[src/rtl/cv32e40p_mult_iter.sv]
`default_nettype none
// ============================================================================
// Module  : cv32e40p_mult_iter
// Brief   : Iterative WIDTHxWIDTH multiplier that consumes one SLICE-bit digit
//           of op_b per cycle and returns the MUL/MULH/MULHSU/MULHU half
// Revision: 1.0
// ============================================================================
module cv32e40p_mult_iter #(
  parameter int WIDTH     = 32,
  parameter int SLICE     = 8,
  parameter int ZERO_SKIP = 1
) (
  input  logic             clk,
  input  logic             rst_n,
  input  logic             valid_i,
  output logic             ready_o,
  input  logic [1:0]       operator_i,
  input  logic [WIDTH-1:0] op_a_i,
  input  logic [WIDTH-1:0] op_b_i,
  input  logic             kill_i,
  output logic             valid_o,
  input  logic             ready_i,
  output logic [WIDTH-1:0] result_o,
  output logic             busy_o
);

  localparam int N     = WIDTH / SLICE;
  localparam int CNT_W = (N > 1) ? $clog2(N) : 1;
  localparam int PW    = 2 * WIDTH;

  localparam logic [CNT_W-1:0] c_LAST = CNT_W'(N - 1);

  localparam logic [1:0] c_IDLE = 2'd0;
  localparam logic [1:0] c_BUSY = 2'd1;
  localparam logic [1:0] c_DONE = 2'd2;

  logic [1:0]       r_state;
  logic [PW-1:0]    r_acc;
  logic [CNT_W-1:0] r_cnt;
  logic [WIDTH-1:0] r_op_a;
  logic [WIDTH-1:0] r_op_b;
  logic             r_a_signed;
  logic             r_b_signed;
  logic             r_mul_low;

  logic             w_accept;
  logic             w_zero;
  logic [SLICE-1:0] w_digit;
  logic             w_digit_sign;
  logic [PW-1:0]    w_a_wide;
  logic [PW-1:0]    w_d_wide;
  logic [PW-1:0]    w_pp;
  logic [31:0]      w_shamt;
  logic [PW-1:0]    w_acc_next;

  assign ready_o  = (r_state == c_IDLE) | ((r_state == c_DONE) & (ready_i | kill_i));
  assign w_accept = valid_i & ready_o & ~kill_i;
  assign w_zero   = (ZERO_SKIP != 0) & ((op_a_i == '0) | (op_b_i == '0));

  always_comb begin
    w_digit = '0;
    for (int k = 0; k < N; k++) begin
      if (r_cnt == CNT_W'(k)) begin
        w_digit = r_op_b[k*SLICE +: SLICE];
      end
    end
  end

  // Only the most significant digit of a signed B carries negative weight;
  // both factors are sign-extended to 2*WIDTH so the product wraps correctly.
  assign w_digit_sign = r_b_signed & (r_cnt == c_LAST) & w_digit[SLICE-1];
  assign w_a_wide     = {{WIDTH{r_a_signed & r_op_a[WIDTH-1]}}, r_op_a};
  assign w_d_wide     = {{(PW-SLICE){w_digit_sign}}, w_digit};
  assign w_pp         = w_a_wide * w_d_wide;
  assign w_shamt      = 32'(r_cnt) * 32'(SLICE);
  assign w_acc_next   = r_acc + (w_pp << w_shamt);

  always_ff @(posedge clk or negedge rst_n) begin
    if (!rst_n) begin
      r_state    <= c_IDLE;
      r_acc      <= '0;
      r_cnt      <= '0;
      r_op_a     <= '0;
      r_op_b     <= '0;
      r_a_signed <= 1'b0;
      r_b_signed <= 1'b0;
      r_mul_low  <= 1'b0;
    end else if (kill_i) begin
      r_state <= c_IDLE;
      r_acc   <= '0;
      r_cnt   <= '0;
    end else begin
      case (r_state)
        c_IDLE, c_DONE: begin
          if (w_accept) begin
            r_op_a     <= op_a_i;
            r_op_b     <= op_b_i;
            r_a_signed <= (operator_i == 2'b01) | (operator_i == 2'b10);
            r_b_signed <= (operator_i == 2'b01);
            r_mul_low  <= (operator_i == 2'b00);
            r_acc      <= '0;
            r_cnt      <= '0;
            r_state    <= w_zero ? c_DONE : c_BUSY;
          end else if ((r_state == c_DONE) && ready_i) begin
            r_state <= c_IDLE;
          end
        end
        c_BUSY: begin
          r_acc <= w_acc_next;
          if (r_cnt == c_LAST) begin
            r_cnt   <= '0;
            r_state <= c_DONE;
          end else begin
            r_cnt <= r_cnt + 1'b1;
          end
        end
        default: begin
          r_state <= c_IDLE;
        end
      endcase
    end
  end

  assign valid_o  = (r_state == c_DONE);
  assign busy_o   = (r_state != c_IDLE);
  // Partial accumulator contents stay hidden until the product is complete.
  assign result_o = valid_o ? (r_mul_low ? r_acc[WIDTH-1:0] : r_acc[PW-1:WIDTH]) : '0;

endmodule
`default_nettype wire

[config.mk]
export PLATFORM = sky130hd
export DESIGN_NAME = cv32e40p_mult_iter
export DESIGN_NICKNAME = d
export VERILOG_FILES = /design/src/rtl/cv32e40p_mult_iter.sv
export SDC_FILE = /design/constraint.sdc
export NUM_CORES = 1
export LEC_CHECK = 0
export ABC_CLOCK_PERIOD_IN_PS = 10450
export BUFFER_PORTS_ARGS = -buffer_cell sky130_fd_sc_hd__buf_2
export CAP_MARGIN = 25
export CORE_MARGIN = 3
export CORE_UTILIZATION = 25
export CTS_CLUSTER_DIAMETER = 40
export CTS_CLUSTER_SIZE = 28
export DETAILED_ROUTE_END_ITERATION = 8
export GPL_ROUTABILITY_DRIVEN = 0
export PLACE_DENSITY = 0.46
export SETUP_SLACK_MARGIN = 0.2
export SYNTH_ARGS = -nofsm -noshare
export SYNTH_HDL_FRONTEND = slang
export SYNTH_SLANG_ARGS = --single-unit
[constraint.sdc]
create_clock -name clk -period 10.45 [get_ports clk]
set_clock_uncertainty 0.15 [all_clocks]
set_input_delay 2.09 -clock clk [delete_from_list [all_inputs] [get_ports clk]]
set_output_delay 2.09 -clock clk [all_outputs]
set_load 0.01 [all_outputs]
==> out/results.txt <==
Top cell by count, worst path - fa_1
Worst Tran Pin Value - 0.940 ns
stages on the worst setup path - 41
crit path kind - reg2reg
die extent in x - 289 um
Critical Path Source - r_cnt[1]
worst skew pair latency - 0.49 ns
Post-Syn Instances - 2,280
RR Startpoint - r_cnt[1]
Fin. Hold Viols - 0
Fillers - 8,459
Critical Path End - r_acc[43]
async set-reset flop share out of synthesis - 1.00
Synth cell types - 67
area leader, netlist - fa_1
max-slew violation count - 0
data required time of the worst path - 10.64 ns
CTS Sinks - 135
Routed WL per cell - 18.7 um
final std cells w/o fill - 3,373
# IOs - 106
Rel. slew slack - 0.374
critical path peak fanout - 28
Worst setup SP type - flip-flop
Routed WL - 62,900 um
Syn Nets - 2,753
post-route ant nets - 0
Synth Area per Inst - 8.81 um2
count leader, synth - nand2_1
worst min-delay path category - reg2reg
die area - 0.0837 mm2
min Tclk post-route - 9.79 ns
post-synthesis cell area - 0.0201 mm2
Syn-to-layout area delta - 12.6%
Worst Setup End Kind - flip-flop
CP max-delay cell - fa_1
final setup vio count - 0
All-Layer GR Usage - 0.155
Root Buffer - clkbuf_16
initial antenna violation count - 1
worst reg2reg path depth - 41
Min Hold Slack - 0.361 ns
vias in the first global route - 17.4k
reg2reg end - r_acc[43]
Top delay family on crit path - compound AO/OA/AOI/OAI gates
arrival time at the worst endpoint - 9.98 ns
ratio of cells with drive above 1 in the final layout - 0.139
Vias/cell - 4.87
Synth area leaders - fa_1 24%, dfrtp_1 17%, ha_1 10%
Num CTS Buffers - 17
Post-layout nets - 2,783
largest net degree at the start of global routing - 80
Post-CTS Hold Buffers - 0
post-placement cell count - 3,337
GRT Residual Overflow - 0
CTS H-tree depth - 4
Post-synth EDFFs - 0
area of the core region - 0.0793 mm2
number of synthesized register bits - 135
Vias - 16.4k
R2R Setup Slk - 0.66 ns
first-pass GRT wire length - 101,000 um
outcome - completed
CTS tree - yes
clk slew on worst S/H paths - 0.06 ns
DRC violations left - 0
die height - 289 um
YS warnings - 0
Top FF cell, synth - dfrtp_1
synth cell count leaders - 253 x nand2_1, 239 x fa_1, 173 x inv_1
IO Port Bufs - 105
Critical Path Max Stage Delay - 0.51 ns
row count - 103
Starting Density - 0.253
CP Buf/Inv Count - 5
CTS max path bufs - 2
router iterations before antenna repair - 6
Max-cap violations - 0
final period utilization - 0.937
Fmax - 102 MHz
DP Wirelength - 50,600 um
drt initial violations - 1,010
# diodes - 0
post-synth top area share - 0.238
RSZ-0062 raised after global routing - no
sequential share of the synthesized area - 0.168
[kinds of logic (layout without fill, tap and decap cells)]
group / count (synthesis) / after routing / synth area share
fa+ha+maj: 402 / 402 / 0.340
xor+xnor: 98 / 98 / 0.0428
compound gates: 486 / 486 / 0.151
buf+inv: 304 / 347 / 0.0569
flops: 135 / 135 / 0.168
simple gates: 730 / 730 / 0.174
mux: 125 / 125 / 0.0666
[registers in the layout, indices dropped and copies added, names as in the netlist]
| signal | flops |
|---|---|
| r_cnt | 2 |
| r_a_signed | 1 |
| r_acc | 64 |
| r_b_signed | 1 |
| r_state | 2 |
| r_mul_low | 1 |
| r_op_a | 32 |
| r_op_b | 32 |
[area by class of cell]
type | instances | area [um2] | share of cell area
clock buffers | 18 | 429 | 0.0190
clock inverters | 14 | 144 | 0.00636
multi-input cells | 1841 | 15800 | 0.699
well taps | 1050 | 1310 | 0.0581
repair buffers | 142 | 887 | 0.0392
flip-flops and latches | 135 | 3380 | 0.150
inverters | 173 | 649 | 0.0287
[routing by layer]
metal  vias to the layer above  share of wire  GRT usage
li1                       7732              -          -
met1                      8354           0.48      0.218
met2                       290           0.47      0.253
met3                        54          0.034     0.0201
met4                         2          0.013     0.0323
met5                         -        0.00019          0
[cells in the final DEF (no fill, tap or decap), drive strengths merged, types with 20 or more instances in the layout]
| master | instances |
|---|---|
| fa | 239 |
| xor2 | 28 |
| mux2 | 68 |
| nor2b | 162 |
| inv | 178 |
| nor4 | 20 |
| buf | 142 |
| nor2 | 168 |
| nand2 | 253 |
| xnor2 | 70 |
| mux2i | 57 |
| dfrtp | 135 |
| a21o | 67 |
| ha | 163 |
| nand2b | 21 |
| nand3 | 30 |
| o21ai | 116 |
| a21oi | 162 |
[what timing repair did]
| item | in CTS | in global routing |
|---|---|---|
| setup endpoints to repair | 7 | 26 |
| gates cloned | 0 | 0 |
| gates resized for setup | 2 | 51 |
| buffers inserted | 0 | 4 |
| pin swaps | 0 | 5 |
[worst min path at each step]
| stage | startpoint | end | cells past startpoint |
|---|---|---|---|
| 5_1_grt | r_op_b[19] | r_op_b[19] | 1 |
| 4_1_cts | r_op_b[10] | r_op_b[10] | 1 |
| 3_3_place_gp | r_op_b[23] | r_op_b[23] | 1 |
| 6_report | r_op_b[23] | r_op_b[23] | 1 |
| 3_5_place_dp | r_op_b[16] | r_op_b[16] | 1 |
| 2_1_floorplan | r_acc[13] | r_acc[13] | 2 |
[stage by stage]
step / util / setup slack, ns / TNS (ns) / area, um2
floorplan: - / 0.629 / 0 / 20100
global placement: 0.275 / 0.103 / 0 / 21800
detailed placement: 0.275 / -0.00876 / -0.00876 / 21800
CTS: 0.282 / 0.191 / 0 / 22400
global route: 0.285 / 0.166 / 0 / 22600
finish: 0.285 / 0.655 / 0 / 22600
Power is not shown: default switching activity piles up to over one toggle a cycle in this logic, so the estimate is an artifact.
